===== config.mk =====
export PLATFORM = sky130hd
export DESIGN_NAME = sub_checker_r4_n6
export DESIGN_NICKNAME = d
export VERILOG_FILES = /design/src/rtl/sub_checker_r4_n6_pkg.sv /design/src/rtl/sub_checker_r4_n6_rsd_to_int_r4.sv /design/src/rtl/sub_checker_r4_n6.sv
export SDC_FILE = /design/constraint.sdc
export NUM_CORES = 1
export LEC_CHECK = 0
export BUFFER_PORTS_ARGS = -buffer_cell sky130_fd_sc_hd__buf_2
export CAP_MARGIN = 30
export CORE_MARGIN = 2
export CORE_UTILIZATION = 55
export CTS_CLUSTER_DIAMETER = 80
export DETAILED_ROUTE_END_ITERATION = 10
export PLACE_DENSITY = 0.83
export RECOVER_POWER = 100
export SLEW_MARGIN = 5
export SYNTH_ARGS = -nofsm -noshare
export SYNTH_HDL_FRONTEND = slang
export SYNTH_HIERARCHICAL = 1
export SYNTH_SLANG_ARGS = --single-unit

===== constraint.sdc =====
create_clock -name clk -period 2.1 [get_ports clk]
set_input_delay 0.21 -clock clk [delete_from_list [all_inputs] [get_ports clk]]
set_output_delay 0.21 -clock clk [all_outputs]
set_load 0.03 [all_outputs]

===== src/rtl/sub_checker_r4_n6_pkg.sv =====
// Shared definitions for the radix-4 signed-digit subtractor checker.
package sub_checker_r4_n6_pkg;

    localparam int unsigned DIGIT_W     = 3;
    localparam int unsigned RADIX       = 4;
    localparam int unsigned NUM_DIGITS  = 7;
    localparam int unsigned RADIX_SHIFT = $clog2(RADIX);
    localparam int unsigned Z_W         = DIGIT_W * NUM_DIGITS;
    localparam int unsigned VALUE_W     = 16;
    localparam int unsigned INDEX_W     = 4;
    localparam int unsigned SETTLE_W    = 4;
    localparam int unsigned ERR_W       = 5;
    localparam int unsigned MASK_W      = 16;

    localparam logic [DIGIT_W-1:0] ILLEGAL_DIGIT = 3'b100;

    typedef enum logic [1:0] {
        ST_IDLE  = 2'd0,
        ST_APPLY = 2'd1,
        ST_CHECK = 2'd2,
        ST_DONE  = 2'd3
    } state_e;

    // True when any digit of the vector carries the reserved -4 code.
    function automatic logic has_illegal_digit(input logic [Z_W-1:0] z);
        logic found;
        found = 1'b0;
        for (int unsigned i = 0; i < NUM_DIGITS; i++) begin
            if (z[i*DIGIT_W +: DIGIT_W] == ILLEGAL_DIGIT) begin
                found = 1'b1;
            end
        end
        return found;
    endfunction

endpackage


===== src/rtl/sub_checker_r4_n6_rsd_to_int_r4.sv =====
// Combinational conversion of a radix-4 signed-digit vector to its integer value.
module rsd_to_int_r4
    import sub_checker_r4_n6_pkg::*;
(
    input  logic [Z_W-1:0]            z,
    output logic signed [VALUE_W-1:0] value_c
);

    logic signed [VALUE_W-1:0] acc;
    logic        [DIGIT_W-1:0] d;

    // Each digit is sign-extended and weighted by 4^i.
    always_comb begin
        acc = '0;
        d   = '0;
        for (int unsigned i = 0; i < NUM_DIGITS; i++) begin
            d   = z[i*DIGIT_W +: DIGIT_W];
            acc = acc + ($signed({{(VALUE_W-DIGIT_W){d[DIGIT_W-1]}}, d}) <<< (i * RADIX_SHIFT));
        end
        value_c = acc;
    end

endmodule


===== src/rtl/sub_checker_r4_n6.sv =====
// Walks a vector table, compares subtractor results by numeric value and
// accumulates pass/fail statistics for the run.
module sub_checker_r4_n6
    import sub_checker_r4_n6_pkg::*;
#(
    parameter int unsigned NUM_TESTS     = 10,
    parameter int unsigned SETTLE_CYCLES = 2
) (
    input  logic                clk,
    input  logic                rst_n,
    input  logic                start,
    input  logic [Z_W-1:0]      z_exp,
    input  logic [Z_W-1:0]      z_dut,
    output logic [INDEX_W-1:0]  test_select,
    output logic                busy,
    output logic                done,
    output logic                pass,
    output logic [ERR_W-1:0]    err_count,
    output logic [MASK_W-1:0]   fail_mask,
    output logic [INDEX_W-1:0]  first_fail,
    output logic                illegal_digit
);

    localparam logic [INDEX_W-1:0]  LAST_INDEX  = INDEX_W'(NUM_TESTS - 1);
    localparam logic [SETTLE_W-1:0] SETTLE_LOAD = SETTLE_W'(SETTLE_CYCLES);

    state_e                state_q, state_d;
    logic [SETTLE_W-1:0]   settle_q, settle_d;
    logic [INDEX_W-1:0]    index_d;
    logic [ERR_W-1:0]      err_d;
    logic [MASK_W-1:0]     mask_d;
    logic [INDEX_W-1:0]    first_d;
    logic                  illegal_d;

    logic signed [VALUE_W-1:0] val_exp_c, val_dut_c;
    logic                      dut_illegal_c, exp_illegal_c, fail_c;

    rsd_to_int_r4 u_conv_exp (.z(z_exp), .value_c(val_exp_c));
    rsd_to_int_r4 u_conv_dut (.z(z_dut), .value_c(val_dut_c));

    assign dut_illegal_c = has_illegal_digit(z_dut);
    assign exp_illegal_c = has_illegal_digit(z_exp);
    assign fail_c        = (val_exp_c != val_dut_c) || dut_illegal_c;

    // Next-state and result update.
    always_comb begin
        state_d   = state_q;
        settle_d  = settle_q;
        index_d   = test_select;
        err_d     = err_count;
        mask_d    = fail_mask;
        first_d   = first_fail;
        illegal_d = illegal_digit;
        case (state_q)
            ST_IDLE, ST_DONE: begin
                if (start) begin
                    state_d   = ST_APPLY;
                    index_d   = '0;
                    settle_d  = SETTLE_LOAD;
                    err_d     = '0;
                    mask_d    = '0;
                    first_d   = '0;
                    illegal_d = 1'b0;
                end
            end
            ST_APPLY: begin
                settle_d = settle_q - SETTLE_W'(1);
                if (settle_q == SETTLE_W'(1)) begin
                    state_d = ST_CHECK;
                end
            end
            ST_CHECK: begin
                if (dut_illegal_c || exp_illegal_c) begin
                    illegal_d = 1'b1;
                end
                if (fail_c) begin
                    err_d               = err_count + ERR_W'(1);
                    mask_d[test_select] = 1'b1;
                    if (err_count == '0) begin
                        first_d = test_select;
                    end
                end
                if (test_select == LAST_INDEX) begin
                    state_d = ST_DONE;
                end else begin
                    index_d  = test_select + INDEX_W'(1);
                    settle_d = SETTLE_LOAD;
                    state_d  = ST_APPLY;
                end
            end
            default: state_d = ST_IDLE;
        endcase
    end

    // All state and outputs are registered; status flags decode the next state.
    always_ff @(posedge clk or negedge rst_n) begin
        if (!rst_n) begin
            state_q       <= ST_IDLE;
            settle_q      <= '0;
            test_select   <= '0;
            busy          <= 1'b0;
            done          <= 1'b0;
            pass          <= 1'b0;
            err_count     <= '0;
            fail_mask     <= '0;
            first_fail    <= '0;
            illegal_digit <= 1'b0;
        end else begin
            state_q       <= state_d;
            settle_q      <= settle_d;
            test_select   <= index_d;
            busy          <= (state_d == ST_APPLY) || (state_d == ST_CHECK);
            done          <= (state_d == ST_DONE);
            pass          <= (state_d == ST_DONE) && (err_d == '0);
            err_count     <= err_d;
            fail_mask     <= mask_d;
            first_fail    <= first_d;
            illegal_digit <= illegal_d;
        end
    end

endmodule


== Word level (Yosys, flattened, before mapping) ==
Cells that the tools add are included.
Cells by class
  mux-type cells: 38
  order comparisons: 2
  bitwise operators: 1
  $add $sub $neg: 15
  reduce and logical (&&, ||, !) cells: 15
  eq/ne operators: 28
Operator list (count)
  3-bit == test (second input constant): 14
  16-bit by 11-bit adder with 16-bit output: 2
  16-bit by 13-bit adder with 16-bit output: 2
  16-bit by 15-bit adder with 16-bit output: 2
  16-bit two-way mux: 2
  16-bit one-hot mux with 2 select lines: 1
  4-bit two-way mux: 6
  8-bit by 9-bit adder with 10-bit output: 2
  1-bit two-way mux: 17
  6-bit by 7-bit adder with 8-bit output: 2
  16-bit != test: 1
  16-bit bitwise OR: 1
  4-bit one-hot mux with 2 select lines: 2
  3-bit by 5-bit adder with 6-bit output: 2
  4-bit one-hot mux with 3 select lines: 1
  5-bit zero test: 2
  5-bit two-way mux: 2
  2-bit != test (second input constant): 5
  5-bit one-hot mux with 2 select lines: 1
  3-bit AND reduction: 3
  2-bit == test (second input constant): 4
  2-bit two-way mux: 3
  2-bit one-hot mux with 3 select lines: 1
  5-bit by 1-bit adder with 5-bit output (second input constant): 1
  other kinds (16): 20
Storage, ports and cells
  register bits: 39
  logic and storage cells: 109
  input bits: 45

== Depth between registers and ports, before layout ==
  depth in word-level cells: 13
  depth in mapped cells: 21

== By module ==
The synthesis kept the hierarchy.
By module, submodules not included
  sub_checker_r4_n6: cells an instance 222, area each 2138.3 sq um, seq. area each 975.9 sq um, times used 1
  rsd_to_int_r4 (u_conv_dut): cells an instance 114, area each 1184.9 sq um, seq. area each 0.0 sq um, times used 1
  rsd_to_int_r4 (u_conv_exp): cells an instance 113, area each 1179.9 sq um, seq. area each 0.0 sq um, times used 1

== Worst setup path after synthesis ==
No wires, ideal clock.
  kind: input-to-reg
  start point: in z_dut[2]
  end point: reg fail_mask[11]
  setup time: 133 ps
  path buffers: 1
  stages: 19
  required time: 1967 ps
  data arrival time: 5173 ps
  setup slack: -3206 ps
  path through: fa_1 > inv_1 > fa_1 > fa_1 > inv_1 > fa_1 > ha_1 > or3_1 > a2111oi_1 > nor3_1 > xnor2_1 > xor2_1 > nor4_1 > nand4_1 > nor2_2 > a21boi_1 > clkbuf_1 > a31oi_1 > nor2_1
Between the ends
  elaborated cells between the ends (all ways): 18
  those cells by class: add/sub: 6; eq/ne: 3; mux: 7; reduce/logical: 2
RTL lines
  start, declared: line sub_checker_r4_n6.sv:13  | input logic [Z_W-1:0] z_dut,
  3-bit by 5-bit adder with 6-bit output: line sub_checker_r4_n6_rsd_to_int_r4.sv:18  | acc = acc + ($signed({{(VALUE_W-DIGIT_W){d[DIGIT_W-1]}}, d}) <<< (i * RADIX_SHIFT));
  6-bit by 7-bit adder with 8-bit output: line sub_checker_r4_n6_rsd_to_int_r4.sv:18
  8-bit by 9-bit adder with 10-bit output: line sub_checker_r4_n6_rsd_to_int_r4.sv:18
  16-bit by 11-bit adder with 16-bit output: line sub_checker_r4_n6_rsd_to_int_r4.sv:18
  16-bit by 13-bit adder with 16-bit output: line sub_checker_r4_n6_rsd_to_int_r4.sv:18
  16-bit by 15-bit adder with 16-bit output: line sub_checker_r4_n6_rsd_to_int_r4.sv:18
  via val_dut_c[13]: line sub_checker_r4_n6.sv:35  | logic signed [VALUE_W-1:0] val_exp_c, val_dut_c;
  16-bit != test: line sub_checker_r4_n6.sv:43  | assign fail_c = (val_exp_c != val_dut_c) || dut_illegal_c;
  1-bit logical OR: line sub_checker_r4_n6.sv:43
  2-bit != test (no source line)
  3-bit AND reduction (no source line)
  end signal, assigned: line sub_checker_r4_n6.sv:116  | fail_mask <= mask_d;
  end, declared: line sub_checker_r4_n6.sv:19  | output logic [MASK_W-1:0] fail_mask,
The timed path passes the listed nets, and every way through them passes these cells.
A chain may end at the register's enable or synchronous reset.

== Worst setup path after layout ==
  start point: in z_dut[8]
  end point: reg pass
Between the ends
  word-level cells in the longest chain between the ends: 11
  elaborated cells between the ends (all ways): 17
  those cells by class: add/sub: 5; eq/ne: 2; mux: 7; reduce/logical: 3
Ends and longest elaborated chain
  6-bit by 7-bit adder with 8-bit output: line sub_checker_r4_n6_rsd_to_int_r4.sv:18
  8-bit by 9-bit adder with 10-bit output: line sub_checker_r4_n6_rsd_to_int_r4.sv:18
  16-bit by 11-bit adder with 16-bit output: line sub_checker_r4_n6_rsd_to_int_r4.sv:18
  16-bit by 13-bit adder with 16-bit output: line sub_checker_r4_n6_rsd_to_int_r4.sv:18
  16-bit by 15-bit adder with 16-bit output: line sub_checker_r4_n6_rsd_to_int_r4.sv:18
  via val_dut_c[15]: line sub_checker_r4_n6.sv:35
  16-bit != test: line sub_checker_r4_n6.sv:43
  1-bit logical OR: line sub_checker_r4_n6.sv:43
  5-bit two-way mux: line sub_checker_r4_n6.sv:76  | if (fail_c) begin
  5-bit one-hot mux with 2 select lines: line sub_checker_r4_n6.sv:54  | case (state_q)
  via err_d[2]: line sub_checker_r4_n6.sv:30  | logic [ERR_W-1:0] err_d;
  5-bit zero test: line sub_checker_r4_n6.sv:114  | pass <= (state_d == ST_DONE) && (err_d == '0);
  1-bit logical AND: line sub_checker_r4_n6.sv:114
  end signal, assigned: line sub_checker_r4_n6.sv:114
  end, declared: line sub_checker_r4_n6.sv:17  | output logic pass,
The timed path passes the listed nets, and every way through them passes these cells.

==> results by group <==
Logic synthesis
  – Seq/Total Area, Yosys: 21.7%
  – Area leader, netlist: dfrtp_1
  – Most used DFF post-synth: dfrtp_1
  – Number of synthesized flops with an enable pin: 0
  – Post-Syn Nets: 605
  – Mapped Cells: 449
  – Yosys warnings: 6
  – Yosys top cell area share: 21.7%
  – Top post-synthesis cells by area: dfrtp_1, fa_1, ha_1
  – Syn Area/Cell: 10.0 um2
  – Synth unique cells: 58
  – Async S/R FF share, synth: 100%
  – Mapped Area: 0.00450 mm2
  – Register bit total from synthesis: 39

Placement
  – Pre-CTS setup slack: -3.38 ns
  – HPWL after DPL: 9.42 mm
  – IO buf count: 77
  – Post-placement cell area: 0.00560 mm2
  – RePlAce Congestion: 0.874

Timing
  – Setup ws final: -3.41 ns
  – Minimum clock period: 5.51 ns
  – Slew Limit Fails: 0
  – Worst Tran Pin Value: 0.970 ns
  – Final period util: 262%
  – Max Fclk: 181 MHz
  – Final setup viols: 27
  – RSZ-0062 raised after global routing: true
  – Slew margin rel.: 35.3%
  – Fin. Hold Viols: 0
  – Worst clock skew: 0.0104 ns

Drt
  – WL final: 14.0 mm
  – WL per Instance: 19.4 um
  – Iter 0 DRT Violations: 318
  – Routed Antenna Nets: 0
  – DRC: 0
  – Via count: 4315
  – 1st-pass router iterations: 6
  – Vias per cell: 5.97

Finish
  – Post-Layout Inst Area: 0.00614 mm2
  – Layout fillers: 517
  – Most frequent cells in the layout: buf_4, ha_1, inv_1
  – Area growth from synthesis to layout: 36.3%
  – Share of cells above drive strength 1: 34.3%
  – Commonest non-fill, non-tap cell in the layout: buf_4
  – Nets: 773
  – Antenna diodes: 0

Worst setup path
  – Worst EP required: 2.31 ns
  – Worst Setup End Kind: register
  – Max FO, Critical Path: 4
  – CP Launch Type: input pin
  – Worst path arrival time: 5.72 ns
  – Crit Path Class: in -> reg
  – Reg2reg path depth: 9

Floorplanning
  – Die footprint: 0.00893 mm2
  – Die Width: 94.5 um
  – # rows: 33
  – Core ar.: 0.00809 mm2
  – Initial Util: 55.6%
  – # IOs: 78
  – Die extent in y: 94.5 um

Pwr
  – PD cells: 1380 mW/mm2
  – LEAKAGE: 0.00303 uW
  – Peak VDD IR: 0.840 mV

Flow run
  – Maxcap violations: 0

CTS
  – Clk slew on worst S/H paths: 0.08 ns
  – TritonCTS clock tree: yes
  – Hold_buf cts: 0
  – Clk Latency, worst-skew pair: 0.31 ns
  – Clk sinks: 39
  – Htree depth: 2
  – Clock tree root driver cell: clkbuf_8
  – Longest Clk Path Bufs: 2
  – Total CTS buffers: 5

Global route
  – GRT Total Usage: 28.9%
  – Antenna violations before repair: 0
  – Pin count of the biggest net entering global routing: 40
  – First-pass GRT wire length: 20.2 mm
  – Congestion Overflow GR: 0
  – Number of global-route vias before repair: 4324

Outcome
  – Failing checks: negative setup slack
  – Status: finished, violations left

Worst hold path
  – Worst Hold Class: in -> async
[registers in the layout, indices dropped and copies added (netlist names)]
register	flops
illegal_digit	1
err_count	5
settle_q	4
pass	1
fail_mask	16
test_select	4
busy	1
first_fail	4
state_q	2
done	1
[critical path, stage by stage]
cell and delay, ns:
buf_8 0.10, fa_2 0.62, inv_2 0.06, fa_1 0.53
inv_1 0.06, fa_1 0.47, buf_6 0.14, fa_2 0.61
ha_4 0.21, or3_1 0.34, o211ai_1 0.16, nor3_2 0.11
xor2_1 0.17, nor4_1 0.46, nand4_1 0.22, buf_6 0.19
o21ai_4 0.12, o211ai_1 0.18, a2111oi_2 0.42, nor4bb_2 0.32
[logic make-up (layout without fill, tap and decap cells)]
kind of cell / count (synthesis) / count (layout) / share of synthesized area, %
simple gates: 113 / 113 / 13.2
fa+ha+maj: 111 / 111 / 38.2
compound gates: 84 / 85 / 14.2
buf+inv: 67 / 235 / 5.95
flops: 39 / 39 / 21.7
xor+xnor: 34 / 34 / 6.61
mux: 1 / 1 / 0.250
[final cells by class]
type,instances,area [um2],area share (%)
multi-input cells,344,3640,59.3
repair buffers,170,1090,17.8
flip-flops and latches,39,976,15.9
inverters,57,214,3.48
well taps,105,131,2.14
clock buffers,6,72.6,1.18
clock inverters,2,12.5,0.204
[where the power goes]
| group | total [uW] | switching (uW) | internal (uW) |
|---|---|---|---|
| registers | 921 | 73.8 | 847 |
| logic | 7030 | 3740 | 3300 |
| clock network | 529 | 296 | 232 |
| total | 8480 | 4110 | 4380 |
[path summary, 6_finish.rpt]
| kind | end | startpoint | slack (ns) |
|---|---|---|---|
| setup / recovery | pass | z_dut[8] | -3.41 |
| hold / removal | fail_mask[1] | rst_n | 0.04 |
| setup reg to reg | pass | state_q[0] | -0.37 |
| hold reg to reg | fail_mask[5] | fail_mask[5] | 0.51 |
| max in group asynchronous | done | rst_n | 1.46 |
| min in group clk | illegal_digit | start | 0.32 |
[stage by stage]
| stage | cells | utilization, % | hold WS [ns] | power, uW | setup TNS [ns] |
|---|---|---|---|---|---|
| after floorplan | 449 | - | -0.0856 | 4990 | -69.33 |
| after global placement | 698 | 69.2 | 0.348 | 6530 | -79.05 |
| after detailed placement | 698 | 69.2 | 0.367 | 6810 | -84.54 |
| after CTS | 714 | 73.0 | 0.0447 | 7590 | -73.33 |
| after global routing | 723 | 75.9 | 0.121 | 9080 | -84.00 |
| final | 723 | 75.9 | 0.0383 | 8480 | -81.73 |
[layer usage]
metal | vias to the layer above | GRT usage (%) | part of all wire (%)
met5 | - | 0 | 0
met4 | 0 | 10.6 | 5.6
met3 | 74 | 3.83 | 6.3
met2 | 247 | 52.5 | 51
met1 | 2095 | 35.0 | 37
li1 | 1899 | - | -
[synthesized netlist by cell type (2+ instances only)]
cell type and instances:
nor3_1 5, a22o_1 3, nand3_1 13, a31oi_1 14, nor2b_1 7, nand4_1 2
a41oi_1 4, xnor2_1 12, nand2_1 13, o211a_1 3, a21oi_1 13, o41ai_1 2
a221oi_1 3, or2_2 2, o211ai_1 5, dfrtp_1 39, fa_1 44, a31o_2 4
buf_4 4, or3_1 3, a22oi_1 4, xor2_1 22, and3_4 3, a2111oi_4 2
nor3_2 4, o21ai_0 6, nor3b_1 3, nor2_1 43, ha_1 67, inv_1 57
clkbuf_1 4, nor4_1 6, a21o_1 7, nor4bb_1 2
[what timing repair did]
item / 4_1_cts / 5_1_grt
gates cloned: 0 / 1
endpoints found under the setup margin: 26 / 29
setup buffers: 8 / 9
resized for setup: 26 / 42
pin swaps: 24 / 52
(Power assumes the default switching activity.)
